==> config.mk <==
export PLATFORM = sky130hd
export DESIGN_NAME = rsa_host_sequencer_flat
export DESIGN_NICKNAME = d
export VERILOG_FILES = /design/src/rtl/rsa_host_sequencer_if.sv /design/src/rtl/rsa_host_sequencer.sv /design/src/flat_wrapper.sv
export SDC_FILE = /design/constraint.sdc
export NUM_CORES = 1
export LEC_CHECK = 0
export BUFFER_PORTS_ARGS = -buffer_cell sky130_fd_sc_hd__buf_2
export CAP_MARGIN = 20
export CORE_ASPECT_RATIO = 0.7
export CORE_UTILIZATION = 45
export DETAILED_ROUTE_END_ITERATION = 8
export PLACE_DENSITY_LB_ADDON = 0.15
export SETUP_SLACK_MARGIN = 0.4
export SYNTH_ARGS = -nofsm -noshare
export SYNTH_HDL_FRONTEND = slang
export SYNTH_SLANG_ARGS = --single-unit
==> constraint.sdc <==
create_clock -name clk -period 3.3 [get_ports clk]
set_input_delay 0.165 -clock clk [delete_from_list [all_inputs] [get_ports clk]]
set_output_delay 0.165 -clock clk [all_outputs]
set_load 0.01 [all_outputs]
==> src/rtl/rsa_host_sequencer_if.sv <==
// rsa_host_sequencer_if: bundles the host byte streams, the engine command
// interface and the status outputs of the host sequencer.
interface rsa_host_sequencer_if #(
    parameter int WIDTH = 32
);
    // Host byte-in stream
    logic [7:0]       in_byte;
    logic             in_valid;
    logic             in_ready;
    // Host byte-out stream
    logic [7:0]       out_byte;
    logic             out_valid;
    logic             out_ready;
    // Engine controller command interface
    logic [WIDTH-1:0] operand;
    logic [2:0]       input_data_type;
    logic             done;
    logic [WIDTH-1:0] result;
    // Status
    logic             busy;
    logic             error;
    logic [1:0]       err_code;

    // Sequencer side
    modport master (
        input  in_byte, in_valid, out_ready, done, result,
        output in_ready, out_byte, out_valid, operand, input_data_type,
               busy, error, err_code
    );

    // Host and engine side
    modport slave (
        output in_byte, in_valid, out_ready, done, result,
        input  in_ready, out_byte, out_valid, operand, input_data_type,
               busy, error, err_code
    );
endinterface

==> src/rtl/rsa_host_sequencer.sv <==
// rsa_host_sequencer: byte-serial host front end for the modular
// exponentiation engine. Assembles WIDTH-bit operands from host frames,
// issues single-cycle engine commands, waits for completion and streams the
// result back to the host MSB first. WIDTH must be a multiple of 8, >= 16.
module rsa_host_sequencer #(
    parameter int WIDTH          = 32,
    parameter int TIMEOUT_CYCLES = 4096
) (
    input logic                  clk,
    input logic                  rst_n,
    rsa_host_sequencer_if.master bus
);

    localparam int NBYTES = WIDTH / 8;
    localparam int BCW    = (NBYTES > 1) ? $clog2(NBYTES) : 1;
    localparam int TCW    = $clog2(TIMEOUT_CYCLES + 1);

    localparam logic [BCW-1:0] LAST_BYTE = BCW'(NBYTES - 1);
    localparam logic [TCW-1:0] TMO_LAST  = TCW'(TIMEOUT_CYCLES - 1);

    localparam logic [1:0] ERR_NONE = 2'b00;
    localparam logic [1:0] ERR_HDR  = 2'b01;
    localparam logic [1:0] ERR_TMO  = 2'b10;

    typedef enum logic [2:0] {
        IDLE      = 3'd0,
        LOAD      = 3'd1,
        ISSUE     = 3'd2,
        GAP       = 3'd3,
        WAIT_DONE = 3'd4,
        SEND      = 3'd5
    } state_t;

    state_t           state;
    state_t           state_next;

    logic [1:0]       code_q;       // command code from the accepted header
    logic [BCW-1:0]   byte_cnt;     // payload / result byte index
    logic [TCW-1:0]   tmo_cnt;      // cycles elapsed since the message was issued
    logic [WIDTH-1:0] operand_q;
    logic [WIDTH-1:0] shift_q;      // result shift register, MSB byte goes out first
    logic             error_q;
    logic [1:0]       err_code_q;

    logic             in_ready_c;
    logic             out_valid_c;
    logic             busy_c;
    logic [2:0]       idt_c;
    logic [7:0]       out_byte_c;

    logic             in_fire;
    logic             out_fire;
    logic             hdr_legal;
    logic             last_byte;
    logic             tmo_hit;

    // in_ready is held low for as long as reset is asserted, independent of the clock
    assign in_ready_c  = rst_n && ((state == IDLE) || (state == LOAD));
    assign out_valid_c = (state == SEND);

    assign in_fire   = bus.in_valid && in_ready_c;
    assign out_fire  = out_valid_c && bus.out_ready;
    assign hdr_legal = (bus.in_byte == 8'h01) || (bus.in_byte == 8'h02) ||
                       (bus.in_byte == 8'h03);
    assign last_byte = (byte_cnt == LAST_BYTE);
    // Terminal count is reached in the cycle that makes TIMEOUT_CYCLES since ISSUE
    assign tmo_hit   = (tmo_cnt >= TMO_LAST);

    // State register
    always_ff @(posedge clk or negedge rst_n) begin
        if (!rst_n) begin
            state <= IDLE;
        end else begin
            state <= state_next;
        end
    end

    // Next-state logic and state-decoded outputs
    always_comb begin
        state_next = state;
        busy_c     = (state != IDLE);
        idt_c      = 3'd0;
        out_byte_c = 8'd0;
        case (state)
            IDLE: begin
                if (in_fire && hdr_legal) begin
                    state_next = LOAD;
                end
            end
            LOAD: begin
                if (in_fire && last_byte) begin
                    state_next = ISSUE;
                end
            end
            ISSUE: begin
                idt_c = {1'b0, code_q};
                // Only a message starts a computation; N and E just need a spacer cycle
                state_next = (code_q == 2'd1) ? WAIT_DONE : GAP;
            end
            GAP: begin
                state_next = IDLE;
            end
            WAIT_DONE: begin
                // done takes priority over a coinciding terminal count
                if (bus.done) begin
                    state_next = SEND;
                end else if (tmo_hit) begin
                    state_next = IDLE;
                end
            end
            SEND: begin
                out_byte_c = shift_q[WIDTH-1 -: 8];
                if (out_fire && last_byte) begin
                    state_next = IDLE;
                end
            end
            default: begin
                state_next = IDLE;
            end
        endcase
    end

    // Operand assembly, result shifting, timeout counting and error reporting
    always_ff @(posedge clk or negedge rst_n) begin
        if (!rst_n) begin
            code_q     <= 2'd0;
            byte_cnt   <= '0;
            tmo_cnt    <= '0;
            operand_q  <= '0;
            shift_q    <= '0;
            error_q    <= 1'b0;
            err_code_q <= ERR_NONE;
        end else begin
            error_q <= 1'b0;
            case (state)
                IDLE: begin
                    if (in_fire) begin
                        if (hdr_legal) begin
                            code_q     <= bus.in_byte[1:0];
                            err_code_q <= ERR_NONE;
                            byte_cnt   <= '0;
                        end else begin
                            error_q    <= 1'b1;
                            err_code_q <= ERR_HDR;
                        end
                    end
                end
                LOAD: begin
                    if (in_fire) begin
                        operand_q <= {operand_q[WIDTH-9:0], bus.in_byte};
                        byte_cnt  <= last_byte ? '0 : byte_cnt + BCW'(1);
                    end
                end
                ISSUE: begin
                    // First WAIT_DONE cycle is the first cycle after ISSUE
                    tmo_cnt <= TCW'(1);
                end
                WAIT_DONE: begin
                    if (bus.done) begin
                        shift_q  <= bus.result;
                        byte_cnt <= '0;
                    end else if (tmo_hit) begin
                        error_q    <= 1'b1;
                        err_code_q <= ERR_TMO;
                    end else begin
                        tmo_cnt <= tmo_cnt + TCW'(1);
                    end
                end
                SEND: begin
                    if (out_fire) begin
                        shift_q  <= {shift_q[WIDTH-9:0], 8'h00};
                        byte_cnt <= last_byte ? '0 : byte_cnt + BCW'(1);
                    end
                end
                default: begin
                end
            endcase
        end
    end

    assign bus.in_ready        = in_ready_c;
    assign bus.out_valid       = out_valid_c;
    assign bus.out_byte        = out_byte_c;
    assign bus.operand         = operand_q;
    assign bus.input_data_type = idt_c;
    assign bus.busy            = busy_c;
    assign bus.error           = error_q;
    assign bus.err_code        = err_code_q;

endmodule

==> src/flat_wrapper.sv <==
// flat-port wrapper written by rule: the top's interface ports become plain ports
module rsa_host_sequencer_flat 
#(
    parameter int WIDTH          = 32,
    parameter int TIMEOUT_CYCLES = 4096
)
  (clk, rst_n, bus_in_byte, bus_in_valid, bus_out_ready, bus_done, bus_result, bus_in_ready, bus_out_byte, bus_out_valid, bus_operand, bus_input_data_type, bus_busy, bus_error, bus_err_code);
  rsa_host_sequencer_if #(.WIDTH(WIDTH)) bus_i ();
  input logic clk;
  input logic rst_n;
  input wire logic [$bits(bus_i.in_byte)-1:0] bus_in_byte;
  input wire logic [$bits(bus_i.in_valid)-1:0] bus_in_valid;
  input wire logic [$bits(bus_i.out_ready)-1:0] bus_out_ready;
  input wire logic [$bits(bus_i.done)-1:0] bus_done;
  input wire logic [$bits(bus_i.result)-1:0] bus_result;
  output wire logic [$bits(bus_i.in_ready)-1:0] bus_in_ready;
  output wire logic [$bits(bus_i.out_byte)-1:0] bus_out_byte;
  output wire logic [$bits(bus_i.out_valid)-1:0] bus_out_valid;
  output wire logic [$bits(bus_i.operand)-1:0] bus_operand;
  output wire logic [$bits(bus_i.input_data_type)-1:0] bus_input_data_type;
  output wire logic [$bits(bus_i.busy)-1:0] bus_busy;
  output wire logic [$bits(bus_i.error)-1:0] bus_error;
  output wire logic [$bits(bus_i.err_code)-1:0] bus_err_code;
  assign bus_i.in_byte = bus_in_byte;
  assign bus_i.in_valid = bus_in_valid;
  assign bus_i.out_ready = bus_out_ready;
  assign bus_i.done = bus_done;
  assign bus_i.result = bus_result;
  assign bus_in_ready = bus_i.in_ready;
  assign bus_out_byte = bus_i.out_byte;
  assign bus_out_valid = bus_i.out_valid;
  assign bus_operand = bus_i.operand;
  assign bus_input_data_type = bus_i.input_data_type;
  assign bus_busy = bus_i.busy;
  assign bus_error = bus_i.error;
  assign bus_err_code = bus_i.err_code;
  rsa_host_sequencer #(.WIDTH(WIDTH), .TIMEOUT_CYCLES(TIMEOUT_CYCLES)) u_core (.clk(clk), .rst_n(rst_n), .bus(bus_i));
endmodule
# After elaboration in Yosys (flattened, before gate mapping)

Index checks and enable logic that the tools add are counted.

Register bits after elaboration: 87
Word-level logic and storage cells: 86

$add $sub $neg: 2
Order comparisons: 1
Equality and inequality tests: 21
Muxes and demuxes: 32
Reductions and logical operators: 22

Operators with widths:

| kind                                                   | number |
|---|---|
| 2-to-1 mux 32 bit                                      | 2 |
| case mux 32 bit (2 select lines)                       | 1 |
| 2-to-1 mux 13 bit                                      | 2 |
| case mux 13 bit (2 select lines)                       | 1 |
| 2-to-1 mux 2 bit                                       | 10 |
| 2-to-1 mux 3 bit                                       | 6 |
| equality test 8 x 2 -> 1 bit (second input constant)   | 2 |
| case mux 3 bit (5 select lines)                        | 1 |
| != test 2 bit (second input constant)                  | 7 |
| adder 13 x 1 -> 13 bit (second input constant)         | 1 |
| >= comparator 13 x 12 -> 1 bit (second input constant) | 1 |
| AND reduction 3 bit                                    | 3 |
| equality test 8 x 1 -> 1 bit (second input constant)   | 1 |
| 2-to-1 mux 8 bit                                       | 1 |
| != test 2 x 1 -> 1 bit (second input constant)         | 4 |
| case mux 2 bit (4 select lines)                        | 1 |
| AND reduction 4 bit                                    | 2 |
| equality test 3 bit (second input constant)            | 2 |
| logical AND 1 bit                                      | 6 |
| AND reduction 6 bit                                    | 1 |
| nonzero test 2 bit                                     | 3 |
| 2-to-1 mux 1 bit                                       | 5 |
| case mux 2 bit (2 select lines)                        | 1 |
| nonzero test 4 bit                                     | 1 |
| other kinds (11)                                       | 13 |

# Logic depth before layout (Yosys ltp)

Depth after elaboration: 7
Depth in mapped cells: 9
Mapped depth without buffers: 6

# Worst setup path after synthesis

OpenSTA, ideal clock, no wires.

Kind: register to register
Start: register u_core.tmo_cnt[0]
End: register u_core.tmo_cnt[8]
Setup time: 77 ps
Arrival: 1,728 ps
Required time: 3,223 ps
Slack: 1,495 ps
Stages on the path, launching flop included: 8
Path buffers: 1
Clock period less this slack: 1,805 ps
Cells stage by stage: dfrtp_1 -> ha_1 -> a21o_1 -> a41o_1 -> nor3_2 -> buf_2 -> a21oi_1 -> a21oi_1

Longest elaborated chain between the ends: 4

Ends and longest elaborated chain:

| what                             | RTL line                  | source |
|---|---|---|
| from (decl)                      | rsa_host_sequencer.sv:39  | `logic [TCW-1:0] tmo_cnt;` |
| from (signal assigned)           | rsa_host_sequencer.sv:166 | `tmo_cnt <= tmo_cnt + TCW'(1);` |
| adder 13 x 1 -> 13 bit           | rsa_host_sequencer.sv:166 |  |
| 2-to-1 mux 13 bit                | rsa_host_sequencer.sv:162 | `end else if (tmo_hit) begin` |
| 2-to-1 mux 13 bit                | rsa_host_sequencer.sv:159 | `if (bus.done) begin` |
| case mux 13 bit (2 select lines) | rsa_host_sequencer.sv:135 | `case (state)` |

Several ways; a longest one is shown, not always the timed one. The select of a mux whose other input is x is not followed.
A chain may end at the register's enable or synchronous reset.

# Worst setup path after layout

Start: register u_core.state[0]
End: output bus_out_valid

Longest elaborated chain between the ends: 1

Ends and longest elaborated chain:

| what                   | RTL line                 | source |
|---|---|---|
| from (decl)            | rsa_host_sequencer.sv:34 | `state_t state;` |
| from (signal assigned) | rsa_host_sequencer.sv:74 | `state <= state_next;` |
| equality test 3 bit    | rsa_host_sequencer.sv:59 | `assign out_valid_c = (state == SEND);` |
| to (decl)              | flat_wrapper.sv:18       | `output wire logic [$bits(bus_i.out_valid)-1:0] bus_out_valid;` |

Every way passes these cells.

==> impl_metrics.csv <==
group,metric,value,unit
sta,smallest_setup_slack_after_layout,0.7128,ns
yosys,synth_top_cell_by_area,"dfrtp_1",
clock_network,cts.root.buffer_cell,"clkbuf_16",
yosys,synth_top_cells_by_area,"dfrtp_1, mux2_2, mux2i_1",
power,power_leakage,2.296,nW
sta,slew_violations,0,
sta,hold_violations,0,
worst_setup_path,cp_num_buf_inv,2,
yosys,synthFlopType,"dfrtp_1",
worst_setup_path,criticalPathCategory,"flop to primary output",
yosys,ys_seq_area_share,55.66,%
hold_path,class_of_the_most_critical_hold_timing_path,"input pin to flop",
placement,placed_cells,536,
clock_network,post_cts_repair_setup_buffers,0,
clock_network,htree_num_levels,3,
worst_setup_path,rrSetupSlack,0.87,ns
cells_and_area,utilization,57.04,%
cells_and_area,total_nets_final,475,
sta,max_slew_margin,44.79,%
grt,antenna_violations_before_repair,1,
placement,port_buffers,92,
grt,globalRouteOverflowTotal,0,
cells_and_area,fin_cells,551,
clock_network,cts_tree,"done",
route,detail_route.vias_per_cell,5.145,
die,ioPinCount,94,
clock_network,hold_buffers,1,
clock_network,clock_sink_count,87,
clock_network,number_of_buffers_created_by_cts,9,
sta,layout_min_cycle_time,2.587,ns
yosys,async_flop_share,100.0,%
sta,skew_final,0.008917,ns
yosys,yosysWarningCount,0,
cells_and_area,antennaDiodeCount,0,
worst_setup_path,cp_slowest_cell,"and2_1",
route,num_vias,2835,
route,detail_route.iter0.violations,115,
hold_path,hold_path_depth,2,
cells_and_area,share_of_final_layout_standard_cells_stronger_than_drive_strength_1,36.19,%
grt,via_count_of_the_first_global_routing_pass,2589,
grt,pin_count_of_the_biggest_net_entering_global_routing,61,
yosys,syn_avg_cell_area,11.61,um2
clock_network,clockBufferDepth,2,
grt,grt_pass1_wl,13500,um
placement,preCtsSetupSlack,0.8738,ns
worst_setup_path,worst-endpoint-required,3.13,ns
cells_and_area,fill_cells,760,
sta,setup_total_negative_slack,0,ns
die,initial_utilization,46.32,%
worst_setup_path,slowest_delay,0.56,ns
die,die_width,113.4,um
placement,dp_hpwl,5897,um
worst_setup_path,worst_path_dominant_cell_family,"simple AND/OR/NAND/NOR gates",
clock_network,cts_resized,0,
die,core_region_area,8443,um2
cells_and_area,layout_common_cells,"buf_2, dfrtp_1, nand2_1, mux2_2",
route,routed_wire_length_per_instance,15.29,um
yosys,netlist_instances,337,
cells_and_area,synthToLayoutAreaGrowth,23.13,%
worst_setup_path,worst_setup_path_end_kind,"primary output",
yosys,mappedNetlistNets,384,
yosys,post_synth_edffs,0,
power,power_per_cell_area,851.0,nW/um2
yosys,synthDistinctLibCells,43,
placement,post_dp_cell_area,4494,um2
yosys,yosys.area.top_type_share,55.66,%
worst_setup_path,critPathMaxFanout,12,
sta,hold_ws,0.04748,ns
route,drt-total-wl,8424,um
job,max-cap-violations,0,
cells_and_area,final_design_area_no_fill,4816,um2
clock_network,clkTransAtPathRegs,0.06,ns
outcome,run_status,"completed",
route,antenna_violating_nets_post_route,0,
yosys,ys_seq_elements,87,
route,drtPass1Iterations,4,
sta,timing.final.crit_share,78.40,%
route,drc,0,
cells_and_area,layout.cells.most_common,"buf_2",
placement,gp_routability_congestion,0.7905,
sta,setup_repair_after_global_routing_missed_its_margin,"no",
yosys,post_synth_instance_area,3911,um2
worst_setup_path,element_type_at_the_critical_path_start,"flop",
power,worst_ir_drop_vdd,0.4167,mV
power,fin_total_pwr,4.099,mW
clock_network,insertion_delay,0.34,ns
sta,setup_viol,0,
die,floorplan.die.height,80,um
grt,track_usage,19.76,%
die,rows,28,
worst_setup_path,worstPathArrival,2.42,ns
die,die-area,9074,um2
worst_setup_path,critical_path.cell_chain,"nor2b_1 > and2_1 > buf_4 > buf_2",
sta,max_clk_rate,386.5,MHz
worst_setup_path,critical_path_depth,4,
sta,worst_pin_slew,0.8237,ns
worst_setup_path,worstRegToRegCells,5,
per-layer routing:
layer	up-vias	share of wire (%)	track usage [%]
li1	1385	-	-
met5	-	0.12	0
met1	1359	52	29.62
met2	77	40	25.64
met4	2	1.1	6.316
met3	12	6.4	7.593
registers in the layout, indices dropped and copies added, names as in the netlist:
signal	count
u_core.bus.err_code	2
u_core.bus.error	1
u_core.bus.operand	32
u_core.byte_cnt	2
u_core.code_q	2
u_core.shift_q	32
u_core.state	3
u_core.tmo_cnt	13
kinds of logic after synthesis:
family,Yosys count,share of synthesized area [%]
and+or+nand+nor,92,12.96
DFF,87,55.66
AOI/OAI and AO/OA,71,10.94
muxes,62,17.08
buffers and inverters,22,2.623
adders and majority gates,2,0.6397
other,1,0.09588
report_power, final:
| part | total [mW] | leakage [nW] | switching (mW) | internal [mW] |
|---|---|---|---|---|
| Combinational | 1.23 | 1.04 | 0.609 | 0.624 |
| Clock | 1.07 | 0.152 | 0.395 | 0.677 |
| Sequential | 1.79 | 1.10 | 0.308 | 1.49 |
cell usage after synthesis (2+ instances only):
master    count
nor2_2        2
a41oi_1       2
and3_1       11
nand2_1      36
and2_1        4
ha_1          2
nor2_1        7
nor3b_1       5
dfrtp_1      87
nand3_1       3
mux2i_1      27
a21oi_1      11
o21ai_0      12
clkbuf_1      5
inv_1         3
nor3_1        4
a22o_1        8
and4_1        3
buf_2        13
o21ai_1      27
nor2b_1       6
mux2_2       34
o31ai_1       5
layout make-up:
class                           instances  area, um2  share of cell area (%)
Clock buffer                           11      242.7                   5.040
Clock inverter                          3      68.82                   1.429
Inverter                                3      11.26                  0.2338
Multi-Input combinational cell        228       1648                   34.22
Sequential cell                        87       2177                   45.21
Tap cell                              120      150.1                   3.118
Timing Repair Buffer                   99      518.0                   10.76
path summary, 6_finish.rpt:
kind	startpoint	to
setup / recovery	u_core.state[0]	bus_out_valid
hold / removal	bus_result[2]	u_core.shift_q[2]
setup reg to reg	u_core.state[2]	u_core.shift_q[4]
hold reg to reg	u_core.shift_q[20]	u_core.shift_q[20]
max in group asynchronous	rst_n	u_core.shift_q[17]
min in group asynchronous	rst_n	u_core.tmo_cnt[9]
No activity file was read; power rests on OpenSTA's default activity.
